$ cat config.mk
export PLATFORM = sky130hd
export DESIGN_NAME = game_sprite_mover
export DESIGN_NICKNAME = d
export VERILOG_FILES = /design/src/rtl/game_sprite_mover.sv
export SDC_FILE = /design/constraint.sdc
export NUM_CORES = 1
export LEC_CHECK = 0
export CORE_MARGIN = 5
export CORE_UTILIZATION = 52
export DETAILED_ROUTE_END_ITERATION = 10
export GPL_TIMING_DRIVEN = 0
export PLACE_DENSITY = 0.89
export SLEW_MARGIN = 10
export SYNTH_ARGS = -nofsm -noshare
export SYNTH_HDL_FRONTEND = slang
export SYNTH_SLANG_ARGS = --single-unit
$ cat constraint.sdc
create_clock -name clk -period 3.15 [get_ports clk]
set_input_delay 0.945 -clock clk [delete_from_list [all_inputs] [get_ports clk]]
set_output_delay 0.945 -clock clk [all_outputs]
set_load 0.02 [all_outputs]
$ cat src/rtl/game_sprite_mover.sv
// Per-sprite motion controller: steps a sprite by a signed velocity every N frames
// and retires it once the display stage reports it has left the screen.
module game_sprite_mover #(
  parameter int X_WIDTH      = 10,
  parameter int Y_WIDTH      = 10,
  parameter int V_WIDTH      = 4,
  parameter int STRIDE_WIDTH = 4
) (
  input  logic                    clk,
  input  logic                    reset,
  input  logic                    launch,
  input  logic [X_WIDTH-1:0]      launch_x,
  input  logic [Y_WIDTH-1:0]      launch_y,
  input  logic [V_WIDTH-1:0]      launch_dx,
  input  logic [V_WIDTH-1:0]      launch_dy,
  input  logic [STRIDE_WIDTH-1:0] launch_stride,
  input  logic                    frame_strobe,
  input  logic                    sprite_within_screen,
  output logic [X_WIDTH-1:0]      sprite_x,
  output logic [Y_WIDTH-1:0]      sprite_y,
  output logic                    sprite_enable,
  output logic                    busy,
  output logic                    done
);

  localparam logic [1:0] IDLE   = 2'd0;
  localparam logic [1:0] SETTLE = 2'd1;
  localparam logic [1:0] MOVE   = 2'd2;

  localparam logic [STRIDE_WIDTH-1:0] STRIDE_ONE = STRIDE_WIDTH'(1);

  logic [1:0]              state;
  logic [V_WIDTH-1:0]      dx_q;
  logic [V_WIDTH-1:0]      dy_q;
  logic [STRIDE_WIDTH-1:0] stride_q;
  logic [STRIDE_WIDTH-1:0] frame_cnt;
  logic                    settle_cnt;
  logic [X_WIDTH-1:0]      dx_ext;
  logic [Y_WIDTH-1:0]      dy_ext;

  // Sign-extend the velocity; the add then wraps modulo 2^width so underflow lands off-screen.
  assign dx_ext = {{(X_WIDTH - V_WIDTH){dx_q[V_WIDTH-1]}}, dx_q};
  assign dy_ext = {{(Y_WIDTH - V_WIDTH){dy_q[V_WIDTH-1]}}, dy_q};

  // NOTE: state uses non-blocking assignments only, and every register (no memories here)
  // is cleared by the async reset so outputs drop immediately when reset asserts.
  always_ff @(posedge clk or posedge reset) begin
    if (reset) begin
      state         <= IDLE;
      sprite_x      <= '0;
      sprite_y      <= '0;
      sprite_enable <= 1'b0;
      busy          <= 1'b0;
      done          <= 1'b0;
      dx_q          <= '0;
      dy_q          <= '0;
      stride_q      <= '0;
      frame_cnt     <= '0;
      settle_cnt    <= 1'b0;
    end else begin
      done <= 1'b0;
      if (launch) begin
        sprite_x      <= launch_x;
        sprite_y      <= launch_y;
        dx_q          <= launch_dx;
        dy_q          <= launch_dy;
        stride_q      <= (launch_stride == '0) ? STRIDE_ONE : launch_stride;
        frame_cnt     <= '0;
        settle_cnt    <= 1'b0;
        sprite_enable <= 1'b0;
        state         <= SETTLE;
        busy          <= 1'b1;
      end else begin
        case (state)
          SETTLE: begin
            // First cycle lets the display register its flag; second cycle samples it.
            if (!settle_cnt) begin
              settle_cnt <= 1'b1;
            end else if (sprite_within_screen) begin
              sprite_enable <= 1'b1;
              state         <= MOVE;
            end else begin
              sprite_enable <= 1'b0;
              done          <= 1'b1;
              state         <= IDLE;
              busy          <= 1'b0;
            end
          end
          MOVE: begin
            if (frame_strobe) begin
              if (frame_cnt == stride_q - STRIDE_ONE) begin
                sprite_x   <= sprite_x + dx_ext;
                sprite_y   <= sprite_y + dy_ext;
                frame_cnt  <= '0;
                settle_cnt <= 1'b0;
                state      <= SETTLE;
              end else begin
                frame_cnt <= frame_cnt + STRIDE_ONE;
              end
            end
          end
          IDLE: begin
          end
          default: begin
            sprite_enable <= 1'b0;
            state         <= IDLE;
            busy          <= 1'b0;
          end
        endcase
      end
    end
  end

endmodule

==> results of run 1 <==
-- metrics by stage --
step | util [%] | worst slack (ns) | std cells | instance area (um2)
2_1_floorplan | - | 0.813 | 322 | 2930
3_3_place_gp | 65.7 | 0.255 | 452 | 3600
3_5_place_dp | 66.1 | 0.240 | 453 | 3620
4_1_cts | 67.8 | 0.480 | 461 | 3710
5_1_grt | 67.8 | 0.336 | 461 | 3710
6_report | 67.8 | 0.450 | 461 | 3710
-- registers in the layout, indices dropped and copies added, names as in the netlist --
name,count
done,1
sprite_y,10
frame_cnt,4
dx_q,4
sprite_enable,1
state,2
stride_q,4
settle_cnt,1
sprite_x,10
busy,1
dy_q,4
-- power by group --
part,internal [mW],switching [mW],total (mW),leakage (nW)
registers,0.599,0.0641,0.663,0.511
clock network,0.177,0.188,0.366,0.0482
logic,0.327,0.371,0.698,1.01
-- critical path, stage by stage (launching register included) --
cell	delay [ns]
dfrtp_1	0.42
inv_1	0.09
ha_1	0.15
xor3_1	0.41
or3_4	0.36
nor3_2	0.59
buf_6	0.26
mux2i_1	0.21
o21ai_1	0.07
-- kinds of logic (layout without fill, tap and decap cells) --
kind of cell | count (synthesis) | in the layout
simple gates | 109 | 109
buf+inv | 26 | 93
fa+ha+maj | 25 | 25
flops | 42 | 42
xor+xnor | 13 | 13
compound gates | 86 | 86
mux | 21 | 21
-- layout by cell type, fill, tap and decap left out, drive strengths merged, types with 4 or more instances in the layout --
master	instances
a21o	4
a21oi	21
a311oi	4
a31oi	6
buf	4
clkbuf	16
clkdlybuf4s50	58
dfrtp	42
ha	23
inv	14
mux2	8
mux2i	13
nand2	41
nand3	8
nand4	6
nor2	14
nor3	8
nor4	4
o211ai	4
o21ai	32
or3	8
xnor2	8
xor2	4
-- final cells by class --
| class | instances | area (um2) | area share (%) |
|---|---|---|---|
| multi-input cells | 254 | 1760 | 47.5 |
| flip-flops and latches | 42 | 1050 | 28.3 |
| repair buffers | 59 | 601 | 16.2 |
| well taps | 72 | 90.1 | 2.43 |
| clock buffers | 7 | 86.3 | 2.33 |
| plain buffers | 12 | 60.1 | 1.62 |
| inverters | 14 | 52.6 | 1.42 |
| clock inverters | 1 | 5.00 | 0.135 |
-- layer usage --
metal,share of wire [%],GRT usage [%],vias to the layer above
met5,0,0,-
met4,2.5,8.78,0
met3,6.7,4.47,21
met2,49,37.0,97
met1,42,27.1,1356
li1,-,-,1316
-- Yosys cell counts (2+ instances only) --
library cell	n	share of area, %
mux2_2	8	3.1
or3_1	7	1.5
nor4_1	4	0.85
o21ai_1	6	1.0
o211ai_1	4	1.0
o21a_1	2	0.51
nand2b_1	2	0.43
xnor2_1	8	2.4
a211oi_1	2	0.51
or2_2	2	0.43
nand4_1	6	1.3
mux2i_1	13	4.4
dfrtp_1	42	36
a31oi_1	6	1.3
o21ai_0	26	4.4
a21oi_1	21	3.6
nand3_1	8	1.4
and2_1	2	0.43
inv_1	14	1.8
a21o_1	4	1.0
clkbuf_1	9	1.2
nor2b_1	2	0.43
nor2_1	14	1.8
o21bai_1	2	0.51
or4_1	3	0.77
buf_6	2	0.77
nand2_1	41	5.3
and4_1	3	0.90
ha_1	23	9.8
a221oi_1	2	0.60
fa_1	2	1.4
a311oi_1	4	1.2
xor2_1	4	1.2
nor3_1	7	1.2
-- worst min path at each step --
stage | from | to | slack [ns] | depth (start not counted)
global placement | busy | busy | 0.46 | 2
CTS | busy | busy | 0.50 | 2
floorplan | dy_q[0] | dy_q[0] | 0.48 | 1
global route | busy | busy | 0.52 | 2
finish | busy | busy | 0.50 | 2
detailed placement | busy | busy | 0.47 | 2
==> impl_table.tex, run 1 <==
\begin{tabular}{lr}
\hline
Metric & Value \\
\hline
\multicolumn{2}{l}{\textbf{Power}} \\
\quad Power density over cell area & approximately 470 nW/um2 \\
\quad Post-layout power & 1.73 mW \\
\quad Leakage power summed over all cells & 1.57 nW \\
\quad IR drop worst, VDD & 0.000246 V \\
\multicolumn{2}{l}{\textbf{Job}} \\
\quad Max-cap violation count & 0 \\
\multicolumn{2}{l}{\textbf{Die}} \\
\quad IO Count & 60 \\
\quad Area of the core region & $\sim$5500 um2 \\
\quad Die footprint & between 7000 and 8000 um2 \\
\quad Effective utilization at floorplan & 53.5\% \\
\quad Die Ht & 85.0 um \\
\quad Chip width & 85.0 um \\
\quad Number of standard-cell rows in the floorplan & 27 \\
\multicolumn{2}{l}{\textbf{Critical path}} \\
\quad Origin of the worst setup path & stride\_q[0] \\
\quad Endpoint arrival time on the critical path & 2.86 ns \\
\quad Worst reg2reg path depth & 8 \\
\quad Capture instance of the worst register-to-register path & sprite\_y[0] \\
\quad Peak fanout along the critical path & 10 \\
\quad Data required time at the worst endpoint & approximately 3.3 ns \\
\quad Crit Path Class & reg -> reg \\
\quad Launching point of the worst reg2reg path & stride\_q[0] \\
\quad Minimum setup slack among reg-to-reg paths & 0.45 ns \\
\quad Category of the worst setup path launch point & register \\
\quad Crit path capture type & register \\
\quad Worst Setup EP & sprite\_y[0] \\
\multicolumn{2}{l}{\textbf{Yosys}} \\
\quad Parity-gate share of the synthesized area counting xor and xnor cells & 4.40\% \\
\quad Number of unique standard cell types used by synthesis & 51 \\
\quad Synthesized-area fraction occupied by ao, oa, aoi and oai cells & between 10\% and 20\% \\
\quad Avg Synthesized Cell Area & 9.09 um2 \\
\quad Area of the mapped netlist & 2930 um2 \\
\quad Share of flip-flops with an asynchronous set or reset after synthesis & 100\% \\
\quad Proportion of synthesized area in mux cells & 7.52\% \\
\quad Adder-cell area share of the yosys netlist & 11.2\% \\
\quad Post-synthesis simple-gate area fraction & 19.2\% \\
\quad Syn nets & 384 \\
\quad Combinational family with the most area after synthesis & simple AND/OR/NAND/NOR gates \\
\quad Register bit total from synthesis & 42 \\
\quad Number of flops mapped to enable cells by yosys & 0 \\
\quad Synth Flop Type & dfrtp\_1 \\
\quad Cell count after synthesis & 322 \\
\quad Yosys warns & 0 \\
\quad Sequential-to-total area share from yosys stat & 35.9\% \\
\multicolumn{2}{l}{\textbf{Timing}} \\
\quad Max-slew headroom at the worst pin & 52.8\% \\
\quad Setup repair after global routing missed its margin & false \\
\quad Worst Max-Slew Pin Slew & 0.704 ns \\
\quad Setup\_tns & 0 ns \\
\quad Crit share post-route & 85.7\% \\
\quad Worst Skew & around 0.0072 ns \\
\quad Maximum achievable frequency & roughly 0.37 GHz \\
\quad Count of final max-slew check failures & 0 \\
\quad Setup Viol. Count Final & 0 \\
\quad Post-layout minimum cycle time & 2.70 ns \\
\quad Count of final hold-check violations & 0 \\
\quad Smallest hold slack & $\sim$0.50 ns \\
\multicolumn{2}{l}{\textbf{Drt}} \\
\quad Average wire per cell in the routed design & approximately 17 um \\
\quad Pre-antenna DRT Iters & 4 \\
\quad Number of DRC violations after detailed-routing iteration 0 & 135 \\
\quad DRC violations left & 0 \\
\quad Total length of routed wires & between 7000 and 8000 um \\
\quad Total number of vias & roughly 2800 \\
\quad Post-route ant nets & 0 \\
\quad Vias per std cell & between 6 and 7 \\
\multicolumn{2}{l}{\textbf{Clocking}} \\
\quad Number of buffers on the longest clock path & 2 \\
\quad Postcts setup bufs & 0 \\
\quad Root buffer selected by CTS & clkbuf\_8 \\
\quad Clock tree from TritonCTS & built \\
\quad Clock-pin slew of the registers on the worst-case setup and hold paths & 0.08 ns \\
\quad TritonCTS Buffers & 5 \\
\quad Number of gates given a new drive strength after cts & 0 \\
\quad H-tree level count & 2 \\
\quad Hold-fix buffers at CTS & 0 \\
\quad Count of clock tree sinks & 42 \\
\quad Source-to-sink clock delay at the later pin of the worst-skew pair & roughly 0.29 ns \\
\multicolumn{2}{l}{\textbf{Global routing}} \\
\quad Antenna violations before repair & 0 \\
\quad Overall global routing resource usage & a little over a fifth \\
\quad Maximum number of pins on one net before global-route repair & 31 \\
\quad Via count of the first global-routing pass & approximately 2800 \\
\quad GR Overflow Total & 0 \\
\quad Global-route wire length before repair & between 10000 and 15000 um \\
\multicolumn{2}{l}{\textbf{Layout}} \\
\quad Area Growth Syn to Fin & 26.7\% \\
\quad Share of post-route cells with drive strength above 1 & approximately 6.7\% \\
\quad Filler instances & 437 \\
\quad Final net count & 450 \\
\quad Antenna diode count & 0 \\
\multicolumn{2}{l}{\textbf{Run status}} \\
\quad Outcome & finished, final reports clean \\
\multicolumn{2}{l}{\textbf{Place}} \\
\quad Routability congestion estimate from global placement & 0.947 \\
\quad DP Wirelength & 5700 um \\
\quad I/O Buffers & slightly below 60 \\
\multicolumn{2}{l}{\textbf{Worst hold path}} \\
\quad Class of the most critical hold timing path & reg -> reg \\
\hline
\end{tabular}
Note: power is estimated with default switching activity, not from simulation.
==> run 2: changes to the inputs <==
--- a/config.mk
+++ b/config.mk
@@ -7,9 +7,10 @@
 export LEC_CHECK = 0
 export CORE_MARGIN = 5
 export CORE_UTILIZATION = 52
+export CTS_BUF_LIST = sky130_fd_sc_hd__clkbuf_8 sky130_fd_sc_hd__clkbuf_16
 export DETAILED_ROUTE_END_ITERATION = 10
 export GPL_TIMING_DRIVEN = 0
-export PLACE_DENSITY = 0.89
+export PLACE_DENSITY_LB_ADDON = 0.3
 export SLEW_MARGIN = 10
 export SYNTH_ARGS = -nofsm -noshare
 export SYNTH_HDL_FRONTEND = slang
==> impl_table.tex, run 2 (synthesis gave the netlist of run 1 again) <==
\begin{tabular}{lr}
\hline
Metric & Value \\
\hline
\multicolumn{2}{l}{\textbf{Layout}} \\
\quad Share of post-route cells with drive strength above 1 & under 10\% \\
\quad FF/Latch Area & around 1100 um2 \\
\quad Most common cell after layout, fill and taps aside & clkdlybuf4s50\_1 \\
\quad Filler instances & roughly 480 \\
\quad Most frequent cells in the layout & clkdlybuf4s50\_1, dfrtp\_1, nand2\_1 \\
\quad Count of non-filler cells in the finished layout & 459 \\
\quad Registers with the highest flip-flop counts & sprite\_x: 10 flops, sprite\_y: 10 flops \\
\quad Post-layout utilization of the core & 67.6\% \\
\quad Area Growth Syn to Fin & 26.4\% \\
\quad Final net count & 450 \\
\quad Area taken by multi-input logic gates & between 1500 and 2000 um2 \\
\quad Antenna diode count & 0 \\
\multicolumn{2}{l}{\textbf{Place}} \\
\quad I/O Buffers & 58 \\
\quad DP Wirelength & about 5500 um \\
\quad Routability congestion estimate from global placement & about 0.86 \\
\quad Place WS & 0.229 ns \\
\quad Inst Count DP & 453 \\
\multicolumn{2}{l}{\textbf{Clocking}} \\
\quad Hold-fix buffers at CTS & 0 \\
\quad Number of gates given a new drive strength after cts & 0 \\
\quad Root buffer selected by CTS & clkbuf\_8 \\
\quad Clock tree from TritonCTS & built \\
\quad Clock-pin slew of the registers on the worst-case setup and hold paths & 0.08 ns \\
\quad Source-to-sink clock delay at the later pin of the worst-skew pair & approximately 0.30 ns \\
\quad Count of clock tree sinks & 42 \\
\quad Number of buffers on the longest clock path & 2 \\
\quad TritonCTS Buffers & 5 \\
\quad Postcts setup bufs & 0 \\
\quad H-tree level count & 2 \\
\multicolumn{2}{l}{\textbf{Critical path}} \\
\quad Capture instance of the worst register-to-register path & sprite\_y[2] \\
\quad Launching point of the worst reg2reg path & stride\_q[0] \\
\quad Worst reg2reg path depth & 8 \\
\quad Endpoint arrival time on the critical path & around 2.9 ns \\
\quad Sequence of cells on the critical path & inv\_1 -> ha\_1 -> xor3\_1 -> or3\_4 -> nor3\_2 -> buf\_6 -> mux2i\_1 -> o21ai\_1 \\
\quad Crit Path Class & reg -> reg \\
\quad Crit path capture type & register \\
\quad Peak fanout along the critical path & 10 \\
\quad Highest-delay cell along the critical path & nor3\_2 \\
\quad Data required time at the worst endpoint & between 3 and 4 ns \\
\quad Worst path max stage delay & 0.60 ns \\
\quad Category of the worst setup path launch point & register \\
\quad Minimum setup slack among reg-to-reg paths & between 0.4 and 0.5 ns \\
\multicolumn{2}{l}{\textbf{Power}} \\
\quad IR drop worst, VDD & 0.000287 V \\
\quad Leakage power summed over all cells & 1.57 nW \\
\quad Power density over cell area & 461 nW/um2 \\
\multicolumn{2}{l}{\textbf{Drt}} \\
\quad DRC violations left & 0 \\
\quad Total number of vias & 2749 \\
\quad Post-route ant nets & 0 \\
\quad Total length of routed wires & 7500 um \\
\quad Pre-antenna DRT Iters & 5 \\
\quad Number of DRC violations after detailed-routing iteration 0 & 175 \\
\quad Average wire per cell in the routed design & $\sim$16 um \\
\quad Vias per std cell & $\sim$6 \\
\multicolumn{2}{l}{\textbf{Global routing}} \\
\quad Via count of the first global-routing pass & about 2600 \\
\quad Maximum number of pins on one net before global-route repair & 33 \\
\quad Antenna violations before repair & 0 \\
\quad Global-route wire length before repair & 12400 um \\
\quad Overall global routing resource usage & 21.2\% \\
\quad GR Overflow Total & 0 \\
\multicolumn{2}{l}{\textbf{Timing}} \\
\quad Setup Viol. Count Final & 0 \\
\quad Worst Max-Slew Pin Slew & 0.716 ns \\
\quad Setup repair after global routing missed its margin & false \\
\quad Post-route worst setup slack & 0.458 ns \\
\quad Count of final hold-check violations & 0 \\
\quad Setup\_tns & 0 ns \\
\quad Post-layout minimum cycle time & 2.69 ns \\
\quad Maximum achievable frequency & 0.371 GHz \\
\quad Crit share post-route & 85.5\% \\
\quad Max-slew headroom at the worst pin & 52.0\% \\
\quad Count of final max-slew check failures & 0 \\
\quad Worst Skew & between 0.005 and 0.006 ns \\
\quad Smallest hold slack & between 0.4 and 0.5 ns \\
\multicolumn{2}{l}{\textbf{Die}} \\
\quad Number of standard-cell rows in the floorplan & 27 \\
\quad Chip width & 85.0 um \\
\quad Die footprint & 7230 um2 \\
\quad IO Count & 60 \\
\quad Die Ht & approximately 85 um \\
\quad Effective utilization at floorplan & 53.5\% \\
\quad Area of the core region & 5470 um2 \\
\multicolumn{2}{l}{\textbf{Worst hold path}} \\
\quad Cell depth of the worst hold path & 2 \\
\quad Class of the most critical hold timing path & reg -> reg \\
\quad Hold endpoint & busy \\
\quad Hold path start & busy \\
\multicolumn{2}{l}{\textbf{Run status}} \\
\quad Outcome & finished, final reports clean \\
\multicolumn{2}{l}{\textbf{Job}} \\
\quad Max-cap violation count & 0 \\
\hline
\end{tabular}
==> run 2: layout make-up <==
| class | count | area share, % |
|---|---|---|
| multi-input combinational | 254 | 47.6 |
| inverter | 14 | 1.42 |
| tap | 72 | 2.43 |
| clock buffer | 6 | 2.23 |
| timing repair buffer | 59 | 16.2 |
| sequential | 42 | 28.4 |
| buffer | 12 | 1.62 |
==> run 2: critical path: cells and delay by family, from the launching register on <==
family,cells,cell delay [ns]
buffers and inverters,2,0.36
XOR/XNOR,1,0.39
multiplexers,1,0.21
AO/OA/AOI/OAI,1,0.07
adder cells (fa/ha/maj),1,0.15
AND/OR/NAND/NOR,2,0.96
flip-flops,1,0.42
==> run 2: worst max path at each step <==
stage / from / endpoint / slack (ns) / depth (start not counted)
floorplan: stride_q[0] / sprite_x[8] / 0.81 / 8
global placement: frame_strobe / sprite_y[1] / 0.23 / 6
detailed placement: frame_strobe / sprite_x[3] / 0.23 / 6
CTS: stride_q[0] / sprite_y[2] / 0.45 / 8
global route: stride_q[0] / sprite_y[1] / 0.32 / 8
finish: stride_q[0] / sprite_y[2] / 0.46 / 8
==> run 2: stage by stage <==
stage / power (mW) / instance area [um2]
after floorplan: 1.13 / 2930
after global placement: 1.33 / 3600
after detailed placement: 1.36 / 3620
after CTS: 1.71 / 3700
after global routing: 1.82 / 3700
final: 1.71 / 3700
==> run 2: metal layers <==
metal  routed length (um)  up-vias  global-route usage (%)
met2                 3630      125                    34.9
met3                  513       23                    3.88
li1                     -     1318                       -
met1                 3170     1283                    27.4
met5                    0        -                       0
met4                  197        0                    8.78
==> run 2: power breakdown <==
group | internal (mW) | switching [mW] | leakage, nW
clock network | 0.169 | 0.184 | 0.0431
logic | 0.326 | 0.366 | 1.01
registers | 0.599 | 0.0611 | 0.511
